File: src/rtl/dsec_ctrl_seq_if.sv
// DSEC control-sequencer bundle: external handshake, per-stage status and sequencer outputs.
// err_count is present only when DSEC_ERR_COUNT_EN is defined.
interface dsec_ctrl_seq_if #(
  parameter int unsigned NUM_STAGES = 2,
  parameter int unsigned ERR_W      = 64
);
  logic                  key_config;
  logic                  in_valid;
  logic                  out_rcvd;
  logic                  err_clr;
  logic [NUM_STAGES-1:0] stage_rdy;
  logic [NUM_STAGES-1:0] stage_err;
  logic                  stall;
  logic                  rdy;
  logic                  out_valid;
  logic                  error;
  logic [ERR_W-1:0]      error_code;
  logic                  busy;
`ifdef DSEC_ERR_COUNT_EN
  logic [15:0]           err_count;

  modport master (
    output key_config, in_valid, out_rcvd, err_clr, stage_rdy, stage_err,
    input  stall, rdy, out_valid, error, error_code, busy, err_count
  );
  modport slave (
    input  key_config, in_valid, out_rcvd, err_clr, stage_rdy, stage_err,
    output stall, rdy, out_valid, error, error_code, busy, err_count
  );
`else
  modport master (
    output key_config, in_valid, out_rcvd, err_clr, stage_rdy, stage_err,
    input  stall, rdy, out_valid, error, error_code, busy
  );
  modport slave (
    input  key_config, in_valid, out_rcvd, err_clr, stage_rdy, stage_err,
    output stall, rdy, out_valid, error, error_code, busy
  );
`endif
endinterface

File: src/rtl/dsec_ctrl_seq.sv
// DSEC control sequencer: tracks beats through the stage pipeline, drives global stall/rdy/
// out_valid, enforces the out_rcvd timeout and latches the first error. Optional: DSEC_ERR_COUNT_EN.
module dsec_ctrl_seq #(
  parameter int unsigned NUM_STAGES = 2,
  parameter int unsigned PIPE_DEPTH = 4,
  parameter int unsigned TIMEOUT    = 1024,
  parameter int unsigned ERR_W      = 64
) (
  input  logic           clk,
  input  logic           rst_n,
  dsec_ctrl_seq_if.slave bus
);

  localparam int unsigned     TmoW    = (TIMEOUT > 1) ? $clog2(TIMEOUT + 1) : 1;
  localparam bit              TmoEn   = (TIMEOUT != 0);
  localparam logic [TmoW-1:0] TmoLast = TmoW'((TIMEOUT == 0) ? 0 : TIMEOUT - 1);

  typedef enum logic [1:0] {StIdle, StRun, StCfg, StErr} state_e;

  state_e                r_state;
  logic [PIPE_DEPTH-1:0] r_vpipe;
  logic [TmoW-1:0]       r_tmo_cnt;
  logic                  r_error;
  logic [7:0]            r_code;
`ifdef DSEC_ERR_COUNT_EN
  logic [15:0]           r_err_count;
`endif

  logic                  w_out_valid;
  logic                  w_stall;
  logic                  w_rdy;
  logic                  w_accept;
  logic                  w_wait;
  logic                  w_tmo_hit;
  logic                  w_any_err;
  logic [3:0]            w_err_code;
  logic [3:0]            w_err_idx;
  logic [PIPE_DEPTH-1:0] w_vpipe_shift;

  assign w_out_valid = r_vpipe[PIPE_DEPTH-1];
  assign w_wait      = w_out_valid & ~bus.out_rcvd;
  assign w_stall     = (r_state != StRun) | bus.key_config | w_wait | ~(&bus.stage_rdy);
  assign w_rdy       = (r_state == StRun) & ~w_stall;
  assign w_accept    = w_rdy & bus.in_valid;
  assign w_tmo_hit   = TmoEn & w_wait & (r_tmo_cnt == TmoLast);

  always_comb begin
    w_vpipe_shift    = r_vpipe << 1;
    w_vpipe_shift[0] = w_accept;
  end

  // Descending scan leaves the lowest set stage index.
  always_comb begin
    w_err_idx = 4'd0;
    for (int i = int'(NUM_STAGES) - 1; i >= 0; i--) begin
      if (bus.stage_err[i]) w_err_idx = 4'(i);
    end
  end

  always_comb begin
    w_err_code = 4'd0;
    if (|bus.stage_err)                       w_err_code = 4'd1;
    else if (w_tmo_hit)                       w_err_code = 4'd2;
    else if (bus.in_valid & bus.key_config)   w_err_code = 4'd3;
    else if (bus.out_rcvd & ~w_out_valid)     w_err_code = 4'd4;
  end

  assign w_any_err = (w_err_code != 4'd0);

  always_ff @(posedge clk or negedge rst_n) begin
    if (!rst_n) begin
      r_state     <= StIdle;
      r_vpipe     <= '0;
      r_tmo_cnt   <= '0;
      r_error     <= 1'b0;
      r_code      <= 8'd0;
`ifdef DSEC_ERR_COUNT_EN
      r_err_count <= 16'd0;
`endif
    end else begin
      if (!w_stall) r_vpipe <= w_vpipe_shift;

      if (w_wait) r_tmo_cnt <= (r_tmo_cnt == '1) ? r_tmo_cnt : r_tmo_cnt + 1'b1;
      else        r_tmo_cnt <= '0;

      case (r_state)
        StIdle: r_state <= StRun;
        StRun, StCfg: begin
          if (w_any_err) begin
            // Stage index field is only nonzero for stage errors (stage_err is 0 otherwise).
            r_state <= StErr;
            r_error <= 1'b1;
            r_code  <= {w_err_idx, w_err_code};
            r_vpipe <= '0;
`ifdef DSEC_ERR_COUNT_EN
            if (r_err_count != 16'hFFFF) r_err_count <= r_err_count + 16'd1;
`endif
          end else begin
            r_state <= bus.key_config ? StCfg : StRun;
          end
        end
        StErr: begin
          // A clear coinciding with a fresh error condition is refused; first code is kept.
          if (bus.err_clr && !w_any_err) begin
            r_state   <= StIdle;
            r_error   <= 1'b0;
            r_tmo_cnt <= '0;
          end
        end
        default: r_state <= StIdle;
      endcase
    end
  end

  assign bus.stall      = w_stall;
  assign bus.rdy        = w_rdy;
  assign bus.out_valid  = w_out_valid;
  assign bus.error      = r_error;
  assign bus.error_code = ERR_W'(r_code);
  assign bus.busy       = |r_vpipe;
`ifdef DSEC_ERR_COUNT_EN
  assign bus.err_count  = r_err_count;
`endif

endmodule

File: src/flat_wrapper.sv
// flat-port wrapper written by rule: the top's interface ports become plain ports
module dsec_ctrl_seq_flat 
#(
  parameter int unsigned NUM_STAGES = 2,
  parameter int unsigned PIPE_DEPTH = 4,
  parameter int unsigned TIMEOUT    = 1024,
  parameter int unsigned ERR_W      = 64
)
  (clk, rst_n, bus_key_config, bus_in_valid, bus_out_rcvd, bus_err_clr, bus_stage_rdy, bus_stage_err, bus_stall, bus_rdy, bus_out_valid, bus_error, bus_error_code, bus_busy);
  dsec_ctrl_seq_if #(.NUM_STAGES(NUM_STAGES), .ERR_W(ERR_W)) bus_i ();
  input  logic clk;
  input  logic rst_n;
  input wire logic [$bits(bus_i.key_config)-1:0] bus_key_config;
  input wire logic [$bits(bus_i.in_valid)-1:0] bus_in_valid;
  input wire logic [$bits(bus_i.out_rcvd)-1:0] bus_out_rcvd;
  input wire logic [$bits(bus_i.err_clr)-1:0] bus_err_clr;
  input wire logic [$bits(bus_i.stage_rdy)-1:0] bus_stage_rdy;
  input wire logic [$bits(bus_i.stage_err)-1:0] bus_stage_err;
  output wire logic [$bits(bus_i.stall)-1:0] bus_stall;
  output wire logic [$bits(bus_i.rdy)-1:0] bus_rdy;
  output wire logic [$bits(bus_i.out_valid)-1:0] bus_out_valid;
  output wire logic [$bits(bus_i.error)-1:0] bus_error;
  output wire logic [$bits(bus_i.error_code)-1:0] bus_error_code;
  output wire logic [$bits(bus_i.busy)-1:0] bus_busy;
  assign bus_i.key_config = bus_key_config;
  assign bus_i.in_valid = bus_in_valid;
  assign bus_i.out_rcvd = bus_out_rcvd;
  assign bus_i.err_clr = bus_err_clr;
  assign bus_i.stage_rdy = bus_stage_rdy;
  assign bus_i.stage_err = bus_stage_err;
  assign bus_stall = bus_i.stall;
  assign bus_rdy = bus_i.rdy;
  assign bus_out_valid = bus_i.out_valid;
  assign bus_error = bus_i.error;
  assign bus_error_code = bus_i.error_code;
  assign bus_busy = bus_i.busy;
  dsec_ctrl_seq #(.NUM_STAGES(NUM_STAGES), .PIPE_DEPTH(PIPE_DEPTH), .TIMEOUT(TIMEOUT), .ERR_W(ERR_W)) u_core (.clk(clk), .rst_n(rst_n), .bus(bus_i));
endmodule
File: config.mk
export PLATFORM = sky130hd
export DESIGN_NAME = dsec_ctrl_seq_flat
export DESIGN_NICKNAME = d
export VERILOG_FILES = /design/src/rtl/dsec_ctrl_seq_if.sv /design/src/rtl/dsec_ctrl_seq.sv /design/src/flat_wrapper.sv
export SDC_FILE = /design/constraint.sdc
export NUM_CORES = 1
export LEC_CHECK = 0
export CELL_PAD_IN_SITES_DETAIL_PLACEMENT = 0
export CELL_PAD_IN_SITES_GLOBAL_PLACEMENT = 1
export CORE_UTILIZATION = 31
export CTS_BUF_LIST = sky130_fd_sc_hd__clkbuf_4 sky130_fd_sc_hd__clkbuf_8
export DETAILED_ROUTE_END_ITERATION = 6
export PLACE_DENSITY_LB_ADDON = 0.1
export SLEW_MARGIN = 5
export SYNTH_ARGS = -nofsm -noshare
export SYNTH_HDL_FRONTEND = slang
export SYNTH_SLANG_ARGS = --single-unit
export TNS_END_PERCENT = 1
File: constraint.sdc
create_clock -name clk -period 2 [get_ports clk]
set_input_delay 0.4 -clock clk [delete_from_list [all_inputs] [get_ports clk]]
set_output_delay 0.4 -clock clk [all_outputs]
set_load 0.005 [all_outputs]
; After elaboration in Yosys (flattened, before gate mapping)
; Cells that the tools add are included.
[totals]
reg_bits = 26
word_cells = 58
out_inout_bits = 69
[op_classes]
addsub = 1
muxes = 20
n_bitwise = 13
eq_ne = 8
n_reduce_logical = 11
[op_table]
columns = operator, n
row1 = 11-bit two-way mux, 4
row2 = 4-bit two-way mux, 6
row3 = 11-bit by 1-bit adder with 11-bit output (second input constant), 1
row4 = 11-bit by 10-bit equality test with 1-bit output (second input constant), 1
row5 = 11-bit equality test (second input constant), 1
row6 = 1-bit AND, 6
row7 = 2-bit two-way mux, 3
row8 = 2-bit by 1-bit != test with 1-bit output (second input constant), 3
row9 = 2-bit one-hot mux with 3 select lines, 1
row10 = 2-bit equality test (second input constant), 2
row11 = 1-bit two-way mux, 4
row12 = 1-bit inverter, 4
row13 = 2-bit AND reduction, 2
row14 = 4-bit nonzero test, 1
row15 = 2-bit OR reduction, 2
row16 = 4-bit OR reduction, 1
row17 = 3-bit two-way mux, 1
row18 = 1-bit bitwise OR, 3
row19 = 3-bit AND reduction, 1
row20 = 2-bit by 1-bit equality test with 1-bit output (second input constant), 1
row21 = 2-bit zero test, 1
row22 = 1-bit one-hot mux with 2 select lines, 1
row23 = 2-bit nonzero test, 1
row24 = 1-bit logical AND, 1
row25 = 1-bit zero test, 1

; Longest topological paths before layout
[depth]
word_depth = 11
mapped_depth = 6
mapped_depth_nobuf = 6

; Least setup slack after synthesis
; No wires, ideal clock.
[synth_timing]
path_kind = register to register
startpoint = register u_core.r_tmo_cnt[0]
endpoint = register u_core.r_state[1]
n_path_buf = 0
setup_slack_ns = 0.317
synth_period_minus_slack_ns = 1.683
arrival_time_ns = 1.582
stages_incl_launch_ff = 6
path_cell_list = dfrtp_1 -> ha_1 -> nand3_1 -> nor4_4 -> or4_2 -> o311ai_2
[synth_between]
elab_chain_cells = 8
elab_cells_between_ends = 10
classes_between = 2 x eq/ne / 4 x mux / 1 x bitwise / 3 x reduce/logical
[synth_lines]
columns = item, line
row1 = "start, declared", dsec_ctrl_seq.sv:22  ; logic [TmoW-1:0] r_tmo_cnt;
row2 = "start signal, assigned", dsec_ctrl_seq.sv:83  ; if (w_wait) r_tmo_cnt <= (r_tmo_cnt == '1) ? r_tmo_cnt : r_tmo_cnt + 1'b1;
row3 = 11-bit by 10-bit equality test with 1-bit output *, dsec_ctrl_seq.sv:45  ; assign w_tmo_hit = TmoEn & w_wait & (r_tmo_cnt == TmoLast);
row4 = 1-bit AND *, dsec_ctrl_seq.sv:45
row5 = 4-bit two-way mux *, dsec_ctrl_seq.sv:63  ; else if (w_tmo_hit) w_err_code = 4'd2;
row6 = 4-bit two-way mux *, dsec_ctrl_seq.sv:62  ; if (|bus.stage_err) w_err_code = 4'd1;
row7 = 4-bit nonzero test *, dsec_ctrl_seq.sv:68  ; assign w_any_err = (w_err_code != 4'd0);
row8 = 1-bit zero test, dsec_ctrl_seq.sv:104  ; if (bus.err_clr && !w_any_err) begin
row9 = 1-bit logical AND, dsec_ctrl_seq.sv:104
row10 = 2-bit by 1-bit != test with 1-bit output (no source line), --
row11 = "end signal, assigned", dsec_ctrl_seq.sv:72  ; r_state <= StIdle;
row12 = "end signal, assigned", dsec_ctrl_seq.sv:105  ; r_state <= StIdle;
row13 = "end signal, assigned", dsec_ctrl_seq.sv:110  ; default: r_state <= StIdle;
row14 = "end, declared", dsec_ctrl_seq.sv:20  ; state_e r_state;
; Mark *: on every way between the ends. The rest lies on a longest branch, timed or not.
; A chain may end at the register's enable or synchronous reset.

; Worst setup path in the final report
[layout_timing]
startpoint = register u_core.r_vpipe[3]
endpoint = output bus_busy
[layout_between]
elab_chain_cells = 1
[layout_lines]
columns = item, line
row1 = "start, declared", dsec_ctrl_seq.sv:21  ; logic [PIPE_DEPTH-1:0] r_vpipe;
row2 = "start signal, assigned", dsec_ctrl_seq.sv:81  ; if (!w_stall) r_vpipe <= w_vpipe_shift;
row3 = 4-bit OR reduction, dsec_ctrl_seq.sv:120  ; assign bus.busy = |r_vpipe;
row4 = "end, declared", flat_wrapper.sv:24  ; output wire logic [$bits(bus_i.busy)-1:0] bus_busy;
; Every way passes these cells.

==> results.py <==
metrics = {
    "die": {
        "start_util_pct": 32.1,
        "rows": 27,
        "io_pins": 79,
        "core_um2": 5470,
        "die_y_um": 77.3,
        "dieArea_um2": 5970,
        "die_x_um": 77.3,
    },
    "synthesis": {
        "synthTopCellsByArea": "dfrtp_1, buf_4, mux2i_1, nor2_1, ha_1",
        "synth-seq-area-share_pct": 31.4,
        "ys_types": 44,
        "syn_area_um2": 1760,
        "ys.flop_type": "dfrtp_1",
        "synth_seq_cells": 22,
        "syn_avg_cell_area_um2": 9.29,
        "yosys_warnings": 0,
        "netlist_top_cells_count": "buf_4, dfrtp_1, nor2_1, nand2_1, a21oi_1",
        "yosysTopAreaCellShare_pct": 31.4,
        "synth_most_common_cell": "buf_4",
        "async_reset_ff_share_pct": 100,
        "yosysTopAreaCell": "dfrtp_1",
        "synthCells": 189,
        "synth_edf_count": 0,
    },
    "timing": {
        "worst_slew_pin_slew_ns": 0.493,
        "fin_crit_ns": 1.92,
        "maxSlewViolCount": 0,
        "setup_tns_ns": 0,
        "period_share_pct": 96.0,
        "clock.fmax_mhz": 521,
        "hold_viol_final": 0,
        "setup_violations": 0,
        "maxSlewHeadroom_pct": 66.7,
        "timing.hold.ws_ns": 0.492,
        "rsz0062_at_grt": "false",
        "skew_ns": 0.00488,
    },
    "place": {
        "io_buffers": 18,
        "hpwl_um": 2490,
        "postPlaceCellArea_um2": 1880,
        "gp_congestion": 0.739,
    },
    "global_route": {
        "grt_max_degree": 23,
        "antenna_found_initial": 0,
        "grt_first_pass_wirelength_um": 5310,
        "grt_remaining_overflow": 0,
        "grt_usage_pct": 11.2,
        "grt_pass1_vias": 1107,
    },
    "detailed_routing": {
        "drtAntennaViolNets": 0,
        "drc": 0,
        "routedWlPerCell_um": 11.1,
        "drt_iter0_markers": 57,
        "routed_via_density": 4.33,
        "via_count": 1274,
        "wl_um": 3260,
        "dr.pass1.iters": 4,
    },
    "layout": {
        "nNetsFinal": 238,
        "fillers": 558,
        "antenna_cells": 0,
        "final_util_pct": 35.5,
        "drive_gt1_share_pct": 16.7,
        "area_growth_pct": 10.5,
        "postLayoutCellArea_um2": 1940,
    },
    "worst_setup_path": {
        "cp_num_cells": 2,
        "cp_cell_sequence": "or4_1, dlygate4sd2_1",
        "start_kind": "register",
        "r2r_start": "u_core.r_tmo_cnt[0]",
        "end_kind": "output port",
        "critPathKind": "register to output port",
        "crit_buf_inv": 1,
        "reg2reg_depth": 6,
        "slowest_stage": "or4_1",
        "required_ns": 1.60,
        "critical_path.top_delay_family": "simple AND/OR/NAND/NOR gates",
        "cp_data_arrival_time_ns": 1.52,
        "regToRegSetupSlack_ns": 0.13,
        "slowest_delay_ns": 0.53,
        "cp_max_fo": 6,
        "r2r_end": "u_core.r_state[1]",
    },
    "pwr": {
        "fin_total_pwr_mw": 1.27,
        "ir_worst_vdd_uv": 252,
        "cellLeakagePower_nw": 0.906,
        "pwr_density_cell_nw_per_um2": 656,
    },
    "run": {
        "drv_cap": 0,
    },
    "clock_tree": {
        "clkTransAtPathRegs_ns": 0.08,
        "clock_latency_ns": 0.26,
        "tritoncts": "built",
        "root_buffer": "clkbuf_8",
        "cts_num_sinks": 22,
        "cts_max_level": 1,
        "numCtsBuffers": 3,
        "cts_buffer_depth": 2,
    },
    "run_status": {
        "status": "completed",
    },
    "min_path": {
        "worstHoldPathType": "input pin to asynchronous set/reset pin",
    },
}
-- sequential cells by signal (all words and copies together), names as in the netlist --
name              flops
u_core.r_vpipe        4
u_core.bus.error      1
u_core.r_code         4
u_core.r_state        2
u_core.r_tmo_cnt     11
-- metrics by stage --
step / std cells / setup slack [ns]
2_1_floorplan: 248 / 0.317
3_3_place_gp: 289 / -0.209
3_5_place_dp: 289 / -0.253
4_1_cts: 293 / -0.133
5_1_grt: 294 / 0.00706
6_report: 294 / 0.0797
-- final cells by class --
cell class                 instances  area, um^2  area share [%]
sequential                        22         552            28.4
inverter                           6        22.5            1.16
multi-input combinational        157         923            47.6
clock buffer                       3        41.3            2.13
tap                               72        90.1            4.64
timing repair buffer              34         312            16.1
-- placed cells by master, fill, tap and decap left out, drive strengths merged, types with 4 or more instances in the layout --
| cell type | n |
|---|---|
| nand4 | 5 |
| mux2i | 7 |
| nand3 | 4 |
| dfrtp | 22 |
| ha | 4 |
| o21ai | 7 |
| or4 | 4 |
| clkdlybuf4s50 | 14 |
| inv | 6 |
| nor2 | 16 |
| conb | 60 |
| nand2 | 10 |
| a21oi | 8 |
| buf | 16 |
| o31ai | 5 |
-- what timing repair did --
action / 4_1_cts / 5_1_grt
hold buffers: 0 / 0
gates resized for setup: 5 / 3
pin swaps: 1 / 1
gates cloned: 0 / 0
setup endpoints to repair: 3 / 2
setup buffers: 1 / 1
-- logic make-up (layout without fill, tap and decap cells) --
| family | Yosys count | count (layout) | synth area share (%) |
|---|---|---|---|
| adders and majority gates | 4 | 4 | 2.85 |
| muxes | 7 | 7 | 3.99 |
| and+or+nand+nor | 56 | 56 | 20.0 |
| buffers and inverters | 69 | 43 | 28.9 |
| DFF | 22 | 22 | 31.4 |
| AOI/OAI and AO/OA | 28 | 28 | 11.7 |
| other | 1 | 60 | 0.214 |
| xor gates and xnor gates | 2 | 2 | 0.998 |
-- how the worst max path moves through the flow --
stage                   startpoint             endpoint  slack, ns
2_1_floorplan  u_core.r_tmo_cnt[0]    u_core.r_state[1]       0.32
3_3_place_gp        bus_key_config              bus_rdy      -0.21
3_5_place_dp        bus_key_config              bus_rdy      -0.25
4_1_cts          u_core.r_state[1]            bus_stall      -0.13
5_1_grt               bus_out_rcvd  u_core.r_tmo_cnt[6]      0.007
6_report         u_core.r_vpipe[3]             bus_busy       0.08
-- report_power, final --
group	leakage [nW]	switching, mW	internal [mW]	total (mW)
Sequential	0.288	0.0282	0.489	0.518
Clock	0.0216	0.142	0.134	0.276
Combinational	0.597	0.241	0.238	0.479
-- metal layers --
metal  global-route usage, %  vias up  part of all wire (%)
met3                    2.38        2                   5.8
met1                    15.6      615                    48
met4                    3.40        0                  0.43
li1                        -      603                     -
met5                       0        -                     0
met2                    17.3       54                    46
Note: power is estimated with default switching activity, not from simulation.
